$ cat src/rtl/bit_serial_pkg.sv
// Shared types for the bit-serial datapath sequencer: FSM states, opcodes
// and the default bit-counter width.
package bit_serial_pkg;

  localparam int DATA_W_DEF = 8;
  localparam int BIT_CNT_W  = $clog2(DATA_W_DEF);

  typedef enum logic [2:0] {
    IDLE       = 3'd0,
    FETCH      = 3'd1,
    WAIT_START = 3'd2,
    EXEC       = 3'd3,
    ADVANCE    = 3'd4
  } seq_state_t;

  typedef enum logic [1:0] {
    OP_LDSW = 2'b00,
    OP_ADD  = 2'b01,
    OP_LDA  = 2'b10,
    OP_ADDG = 2'b11
  } opcode_t;

endpackage

$ cat src/rtl/bit_serial_seq.sv
// Instruction sequencer for the bit-serial datapath: fetches one 3-bit
// instruction, then steps DATA_W LSB-first bit cycles of datapath controls.
module bit_serial_seq
  import bit_serial_pkg::*;
#(
  parameter int DATA_W = DATA_W_DEF
) (
  input  logic                      i_clk,
  input  logic                      i_rst,
  input  logic [2:0]                i_instr,
  input  logic                      i_run,
  input  logic                      i_start,
  output logic [$clog2(DATA_W)-1:0] o_con_mux8,
  output logic                      o_con_mux,
  output logic                      o_con_muxalu,
  output logic                      o_con_gpr_shift,
  output logic                      o_con_gpr_write,
  output logic                      o_con_acc_shift,
  output logic                      o_con_acc_write,
  output logic                      o_con_carry_clr,
  output logic                      o_con_pcincr,
  output logic                      o_rd,
  output logic                      o_busy,
  output logic                      o_instr_done
);

  localparam int                CNT_W    = $clog2(DATA_W);
  localparam logic [CNT_W-1:0]  CNT_LAST = CNT_W'(DATA_W - 1);

  seq_state_t       state_q, state_d;
  logic [CNT_W-1:0] cnt_q, cnt_d;
  logic [2:0]       ir_q, ir_d;
  logic             start_q;
  logic             start_edge_s;
  opcode_t          op_s;

  assign op_s         = opcode_t'(ir_q[2:1]);
  assign start_edge_s = i_start & ~start_q;
  assign o_rd         = ir_q[0];

  // State, bit counter, instruction register and start-strobe history.
  always_ff @(posedge i_clk) begin
    if (i_rst) begin
      state_q <= IDLE;
      cnt_q   <= '0;
      ir_q    <= 3'b000;
      start_q <= 1'b0;
    end else begin
      state_q <= state_d;
      cnt_q   <= cnt_d;
      ir_q    <= ir_d;
      start_q <= i_start;
    end
  end

  // Next-state and control decode from state, IR and bit counter only.
  always_comb begin
    state_d         = state_q;
    cnt_d           = cnt_q;
    ir_d            = ir_q;
    o_con_mux8      = '0;
    o_con_mux       = 1'b0;
    o_con_muxalu    = 1'b0;
    o_con_gpr_shift = 1'b0;
    o_con_gpr_write = 1'b0;
    o_con_acc_shift = 1'b0;
    o_con_acc_write = 1'b0;
    o_con_carry_clr = 1'b0;
    o_con_pcincr    = 1'b0;
    o_instr_done    = 1'b0;
    o_busy          = (state_q != IDLE);

    case (state_q)
      IDLE: begin
        if (i_run) state_d = FETCH;
        else       state_d = IDLE;
      end
      FETCH: begin
        ir_d            = i_instr;
        cnt_d           = '0;
        o_con_carry_clr = 1'b1;
        if (opcode_t'(i_instr[2:1]) == OP_LDSW) state_d = WAIT_START;
        else                                    state_d = EXEC;
      end
      WAIT_START: begin
        // Carry stays cleared so the switch load starts from a clean ALU.
        o_con_carry_clr = 1'b1;
        cnt_d           = '0;
        if (start_edge_s) state_d = EXEC;
        else              state_d = WAIT_START;
      end
      EXEC: begin
        o_con_mux8 = cnt_q;
        case (op_s)
          OP_LDSW: begin
            o_con_mux       = 1'b1;
            o_con_gpr_shift = 1'b1;
            o_con_gpr_write = 1'b1;
          end
          OP_ADD: begin
            o_con_muxalu    = 1'b1;
            o_con_acc_shift = 1'b1;
            o_con_acc_write = 1'b1;
            o_con_gpr_shift = 1'b1;
          end
          OP_LDA: begin
            o_con_acc_shift = 1'b1;
            o_con_acc_write = 1'b1;
            o_con_gpr_shift = 1'b1;
          end
          OP_ADDG: begin
            o_con_muxalu    = 1'b1;
            o_con_gpr_shift = 1'b1;
            o_con_gpr_write = 1'b1;
            o_con_acc_shift = 1'b1;
          end
          default: begin
            o_con_mux = 1'b0;
          end
        endcase
        if (cnt_q == CNT_LAST) begin
          cnt_d   = '0;
          state_d = ADVANCE;
        end else begin
          cnt_d   = cnt_q + CNT_W'(1);
          state_d = EXEC;
        end
      end
      ADVANCE: begin
        o_con_pcincr = 1'b1;
        o_instr_done = 1'b1;
        if (i_run) state_d = FETCH;
        else       state_d = IDLE;
      end
      default: begin
        state_d = IDLE;
      end
    endcase
  end

endmodule

$ cat config.mk
export PLATFORM = sky130hd
export DESIGN_NAME = bit_serial_seq
export DESIGN_NICKNAME = d
export VERILOG_FILES = /design/src/rtl/bit_serial_pkg.sv /design/src/rtl/bit_serial_seq.sv
export SDC_FILE = /design/constraint.sdc
export NUM_CORES = 1
export LEC_CHECK = 0
export ABC_CLOCK_PERIOD_IN_PS = 3400
export CAP_MARGIN = 40
export CORE_MARGIN = 1
export CORE_UTILIZATION = 45
export DETAILED_ROUTE_END_ITERATION = 7
export PLACE_DENSITY = 0.88
export SKIP_CTS_REPAIR_TIMING = 1
export SLEW_MARGIN = 10
export SYNTH_ARGS = -nofsm -noshare
export SYNTH_HDL_FRONTEND = slang
export SYNTH_SLANG_ARGS = --single-unit
export TNS_END_PERCENT = 10
$ cat constraint.sdc
create_clock -name i_clk -period 3.4 [get_ports i_clk]
set_input_delay 1.02 -clock i_clk [delete_from_list [all_inputs] [get_ports i_clk]]
set_output_delay 1.02 -clock i_clk [all_outputs]
set_load 0.005 [all_outputs]
==> flow_summary_export.csv, run 1 <==
group,metric,value,unit
floorplanning,die_x,38.2,µm
clocking,cts.htree.levels,1,
synth,ys_types,27,
critical_path,crit_slowest_cell,"clkdlybuf4s50_1",
clocking,cts_tree,"done",
timing,fin_crit,2.87,ns
critical_path,critPathKind,"register to primary output",
timing,slew_viol_final,0,
detailed_routing,drc,0,
finish,areaGrowthSynthToFinish,37.3,%
finish,n_antenna_cell,0,
timing,max_freq,0.348,GHz
synth,synthesis.nets,75,
synth,synth_seq_area_share,33.9,%
grt,track_usage,18.9,%
clocking,root_buffer,"clkbuf_4",
critical_path,rr_startpoint,"state_q[0]",
power_and_ir_drop,ir_worst_vdd,0.000201,V
finish,drive_above_1_share,10.8,%
grt,use_met1,21.6,%
synth,synth_edf_count,0,
critical_path,required,2.38,ns
timing,hold_viol_final,0,
timing,worst_slew_margin_rel,65.2,%
timing,rsz0062_at_grt,"no",
synth,syn_inst,63,
power_and_ir_drop,p_per_area,397,mW/mm²
placement,dp_hpwl,859,µm
clocking,cts_sinks,10,
floorplanning,initial_core_util,51.1,%
placement,port_buffers,20,
placement,place_area,774,µm²
grt,use_met3,4.07,%
timing,worst_pin_slew,0.522,ns
critical_path,crit_buf_inv,2,
timing,finClkSkew,0.000959,ns
synth,ys_seq_elements,10,
detailed_routing,drt_iter0_drc,9,
critical_path,start_kind,"register",
detailed_routing,via_count,515,
clocking,cts_inserted_buffers,3,
synth,ys.warnings.count,0,
detailed_routing,firstDrtPassIters,3,
grt,use_met2,30.9,%
synth,synth_common_cells,"13 x nor2_1, 10 x dfxtp_1, 6 x and2_1, 5 x ha_1, 3 x mux2i_1",
worst_hold_path,hp-start,"ir_q[0]",
power_and_ir_drop,power.total,0.000322,W
timing,finalCritPeriodShare,84.5,%
critical_path,path_cells,"nor2b_4 > nand2_4 > inv_4 > and2_1 > clkdlybuf4s50_1",
floorplanning,fp.dieH,38.2,µm
worst_hold_path,min_path_type,"register to register",
flow_run,maxCapViolations,0,
floorplanning,core_area,0.00116,mm²
timing,final.setup.tns,0,ns
grt,antenna_found_initial,0,
synth,synth_top_area_cell,"dfxtp_1",
power_and_ir_drop,leakagePower,0.330,nW
floorplanning,num_io_pins,21,
detailed_routing,ant_nets,0,
critical_path,arrival,1.85,ns
critical_path,max_stage_delay,0.51,ns
timing,setup_viol,0,
critical_path,worst-path-max-fanout,9,
grt,grt-ovfl-total,0,
synth,ys.flop_type,"dfxtp_1",
synth,avgSynthCellArea,9.37,µm²
synth,yosysMostFrequentCell,"nor2_1",
floorplanning,rows,12,
clocking,clkLatencyLatePin,0.26,ns
detailed_routing,via_per_inst,5.31,
synth,syn_area,591,µm²
grt,grt-busiest-layer,"met2",
clocking,clk_pin_slew_worst_paths,0.07,ns
finish,final_util,70.1,%
grt,grt_pass1_wl,1.86,mm
grt,grt_pass1_vias,462,
synth,synth.top_cell.area_share,33.9,%
finish,fillerInstances,103,
critical_path,critPathLaunch,"state_q[0]",
finish,fin_area,811,µm²
detailed_routing,wirelength,1.14,mm
finish,nNetsFinal,96,
grt,grt_start_max_net_pins,13,
synth,synth_area_leaders,"dfxtp_1 34%, ha_1 11%, nor2_1 8.3%",
critical_path,endpoint_kind,"primary output",
synth,async_reset_ff_share,0,%
placement,routabilityCongestion,0.712,
clocking,clockBufferDepth,2,
outcome,status,"completed",
detailed_routing,wl_per_cell,11.8,µm
critical_path,critPathTopFamily,"buffers and inverters",
floorplanning,fp.dieArea,0.00146,mm²
[routing by layer]
layer / share of wire (%) / vias up / routed length [µm]
met4: 2.4 / 0 / 27
met2: 47 / 15 / 541
met3: 4.9 / 4 / 56
met5: 0 / - / 0
li1: - / 252 / -
met1: 45 / 244 / 518
[stage by stage]
| stage | instances | hold WS (ns) | worst slack, ns |
|---|---|---|---|
| 4_1_cts | 97 | 0.505 | 0.504 |
| 2_1_floorplan | 63 | 0.483 | 1.50 |
| 3_5_place_dp | 93 | 0.489 | 0.802 |
| 6_report | 97 | 0.496 | 0.526 |
| 5_1_grt | 97 | 0.554 | 0.413 |
| 3_3_place_gp | 93 | 0.473 | 0.879 |
[path summary, 6_finish.rpt]
| path | to | slack [ns] | cells past startpoint |
|---|---|---|---|
| worst max-delay path | o_con_mux | 0.53 | 5 |
| worst min-delay path | ir_q[0] | 0.50 | 2 |
| worst max register to register | ir_q[1] | 2.16 | 3 |
| worst min register to register | ir_q[0] | 0.50 | 2 |
[logic make-up (layout without fill, tap and decap cells)]
logic type | count (synthesis) | in the layout | synth area share [%]
AOI/OAI and AO/OA | 8 | 8 | 11.0
buffers and inverters | 7 | 27 | 8.05
xor gates and xnor gates | 1 | 1 | 1.48
and+or+nand+nor | 29 | 29 | 29.9
DFF | 10 | 10 | 33.9
adders and majority gates | 5 | 5 | 10.6
muxes | 3 | 3 | 5.08
[worst reg2reg max path, delay by kind of cell, from the launching register on]
| kind | cells | cell delay [ns] |
|---|---|---|
| flip-flops | 1 | 0.49 |
| AND/OR/NAND/NOR | 2 | 0.41 |
| multiplexers | 1 | 0.23 |
[placed cells by master (no fill, tap or decap), types with 2 or more instances in the layout]
| master | instances |
|---|---|
| a22oi_1 | 2 |
| inv_1 | 2 |
| mux2i_1 | 3 |
| dfxtp_1 | 10 |
| ha_1 | 5 |
| nand2_1 | 2 |
| clkbuf_4 | 3 |
| nor2_1 | 13 |
| clkdlybuf4s50_1 | 20 |
| and2_1 | 6 |
[power by group]
group / internal, W / total (W) / switching, W
Combinational: 0.0000466 / 0.0000758 / 0.0000292
Clock: 0.0000650 / 0.000107 / 0.0000421
Sequential: 0.000125 / 0.000139 / 0.0000141
Total: 0.000236 / 0.000322 / 0.0000854
[area by class of cell]
class,count,area (µm²),share of cell area (%)
multi-input combinational,46,343,42.3
timing repair buffer,20,200,24.7
clock buffer,4,36.3,4.48
inverter,3,13.8,1.70
tap,14,17.5,2.16
sequential,10,200,24.7
[sequential cells by signal, summed over array words and instances, names as in the netlist]
register,flops
state_q,3
cnt_q,3
ir_q,3
start_q,1
Power figures use the tool's default switching activity.
==> run 2: changes to the inputs <==
--- a/config.mk
+++ b/config.mk
@@ -5,12 +5,12 @@
 export SDC_FILE = /design/constraint.sdc
 export NUM_CORES = 1
 export LEC_CHECK = 0
-export ABC_CLOCK_PERIOD_IN_PS = 3400
+export ABC_CLOCK_PERIOD_IN_PS = 2760
 export CAP_MARGIN = 40
 export CORE_MARGIN = 1
-export CORE_UTILIZATION = 45
+export CORE_UTILIZATION = 42
 export DETAILED_ROUTE_END_ITERATION = 7
-export PLACE_DENSITY = 0.88
+export PLACE_DENSITY = 0.84
 export SKIP_CTS_REPAIR_TIMING = 1
 export SLEW_MARGIN = 10
 export SYNTH_ARGS = -nofsm -noshare
==> constraint.sdc (replaced) <==
create_clock -name i_clk -period 2.76 [get_ports i_clk]
set_input_delay 0.828 -clock i_clk [delete_from_list [all_inputs] [get_ports i_clk]]
set_output_delay 0.828 -clock i_clk [all_outputs]
set_load 0.005 [all_outputs]
==> run 2 against run 1 <==
  * Clock power is 16% lower
  * Global-route usage is 3.1 points lower
  * Sequential share of layout area is 0.50 points higher
  * Largest cell class unchanged
  * Critical endpoint is now o_con_mux8[0]
  * Total power is 9.5% higher
  * Worst hold slack better by 0.0071 ns
  * Highest routed layer unchanged
  * Critical path type unchanged
  * Final cell count stayed put
==> flow_summary_export.csv, run 2 (synthesized netlist as in run 1, its figures left out) <==
group,metric,value,unit
timing,worst_slew_margin_rel,65.8,%
timing,finClkSkew,0.00442,ns
power_and_ir_drop,swShare,25.8,%
timing,setup_ws,0.183,ns
floorplanning,die_x,39.5,µm
worst_hold_path,min_path_type,"register to register",
critical_path,critPathKind,"register to primary output",
timing,finalCritPeriodShare,93.4,%
critical_path,cp-endpoint,"o_con_mux8[0]",
placement,place_worst_setup_slack,0.388,ns
finish,mostFrequentLayoutCells,"20 x clkdlybuf4s50_1, 13 x nor2_1, 9 x dfxtp_1",
power_and_ir_drop,clkPwrFrac,25.4,%
critical_path,worst-r2r-cell-count,5,
outcome,status,"completed",
critical_path,start_kind,"register",
floorplanning,num_io_pins,21,
timing,hold_viol_final,0,
power_and_ir_drop,ir_worst_vdd,0.000260,V
detailed_routing,wirelength,1.03,mm
floorplanning,rows,13,
critical_path,rr_startpoint,"cnt_q[0]",
timing,setup_viol,0,
power_and_ir_drop,power.total,0.000353,W
timing,worst_pin_slew,0.513,ns
finish,nNetsFinal,96,
critical_path,arrival,1.75,ns
finish,final_common_cell,"clkdlybuf4s50_1",
clocking,clkLatencyLatePin,0.25,ns
detailed_routing,wl_per_cell,10.6,µm
clocking,cts_tree,"done",
grt,grt-ovfl-total,0,
power_and_ir_drop,p_per_area,441,mW/mm²
timing,slew_viol_final,0,
placement,routabilityCongestion,0.686,
grt,grt_pass1_wl,1.65,mm
clocking,clockBufferDepth,2,
clocking,cts_sinks,10,
power_and_ir_drop,p_sw,0.0000910,W
placement,dp_hpwl,822,µm
critical_path,critPathLaunch,"state_q[1]",
detailed_routing,drc,0,
detailed_routing,firstDrtPassIters,2,
grt,grt_start_max_net_pins,13,
clocking,cts_inserted_buffers,3,
critical_path,reg2reg_slack,1.59,ns
timing,max_freq,0.388,GHz
clocking,root_buffer,"clkbuf_4",
placement,port_buffers,20,
critical_path,reg2reg_to,"cnt_q[0]",
clocking,clk_pin_slew_worst_paths,0.06,ns
power_and_ir_drop,leakagePower,0.323,nW
finish,areaGrowthSynthToFinish,35.4,%
detailed_routing,ant_nets,0,
grt,grt_pass1_vias,421,
placement,place_area,776,µm²
power_and_ir_drop,power.internal,0.000262,W
finish,drive_above_1_share,11.0,%
grt,track_usage,15.8,%
timing,rsz0062_at_grt,"no",
finish,n_antenna_cell,0,
floorplanning,fp.dieArea,0.00156,mm²
power_and_ir_drop,seq_power_share,48.7,%
detailed_routing,via_count,479,
detailed_routing,via_per_inst,4.94,
finish,fin_area,800,µm²
timing,fin_crit,2.58,ns
grt,antenna_found_initial,0,
critical_path,endpoint_kind,"primary output",
power_and_ir_drop,p_comb_share,25.8,%
finish,final_util,61.4,%
critical_path,required,1.93,ns
critical_path,worst-path-max-fanout,12,
floorplanning,initial_core_util,45.4,%
finish,fillerInstances,123,
finish,reg.largest.list,"cnt_q x3, ir_q x3, state_q x3",
floorplanning,fp.dieH,39.5,µm
clocking,cts.htree.levels,1,
floorplanning,core_area,0.00130,mm²
flow_run,maxCapViolations,0,
timing,final.setup.tns,0,ns
detailed_routing,drt_iter0_drc,2,
==> run 2: stage by stage <==
stage / hold slack, ns / std cells
3_3_place_gp: 0.473 / 94
4_1_cts: 0.510 / 97
5_1_grt: 0.535 / 97
6_report: 0.503 / 97
2_1_floorplan: 0.483 / 63
3_5_place_dp: 0.495 / 94
==> run 2: worst min path at each step <==
stage	start	endpoint	slack, ns	depth (start not counted)
finish	ir_q[0]	ir_q[0]	0.50	2
global route	ir_q[0]	ir_q[0]	0.53	2
CTS	ir_q[0]	ir_q[0]	0.51	2
detailed placement	ir_q[0]	ir_q[0]	0.50	2
global placement	ir_q[0]	ir_q[0]	0.47	2
floorplan	cnt_q[1]	cnt_q[1]	0.48	2
==> run 2: critical path, stage by stage, from the launching register on <==
cell and delay, ns:
dfxtp_1 0.64, nand2_4 0.13, inv_4 0.11, and2_1 0.13, clkdlybuf4s50_1 0.50
==> run 2: power by group through the flow <==
stage | Sequential [W] | Clock (W) | Combinational [W]
2_1_floorplan | 0.000163 | 0 | 0.0000717
3_3_place_gp | 0.000173 | 0 | 0.0000917
3_5_place_dp | 0.000174 | 0 | 0.0000920
4_1_cts | 0.000171 | 0.0000946 | 0.0000923
5_1_grt | 0.000173 | 0.000109 | 0.000101
6_report | 0.000172 | 0.0000897 | 0.0000911
==> run 2: per-layer routing <==
layer	GRT usage [%]	vias to the layer above	part of all wire (%)
met1	19.2	208	48
met3	3.41	2	6.8
met5	0	-	0
met4	9.48	0	0.58
li1	-	251	-
met2	25.0	18	44
==> run 2: area by class of cell <==
class / count / area, µm² / area share (%)
well taps: 15 / 18.8 / 2.35
clock buffers: 3 / 22.5 / 2.82
flip-flops and latches: 10 / 201 / 25.2
inverters: 3 / 13.8 / 1.72
multi-input cells: 46 / 343 / 42.9
repair buffers: 20 / 200 / 25.0
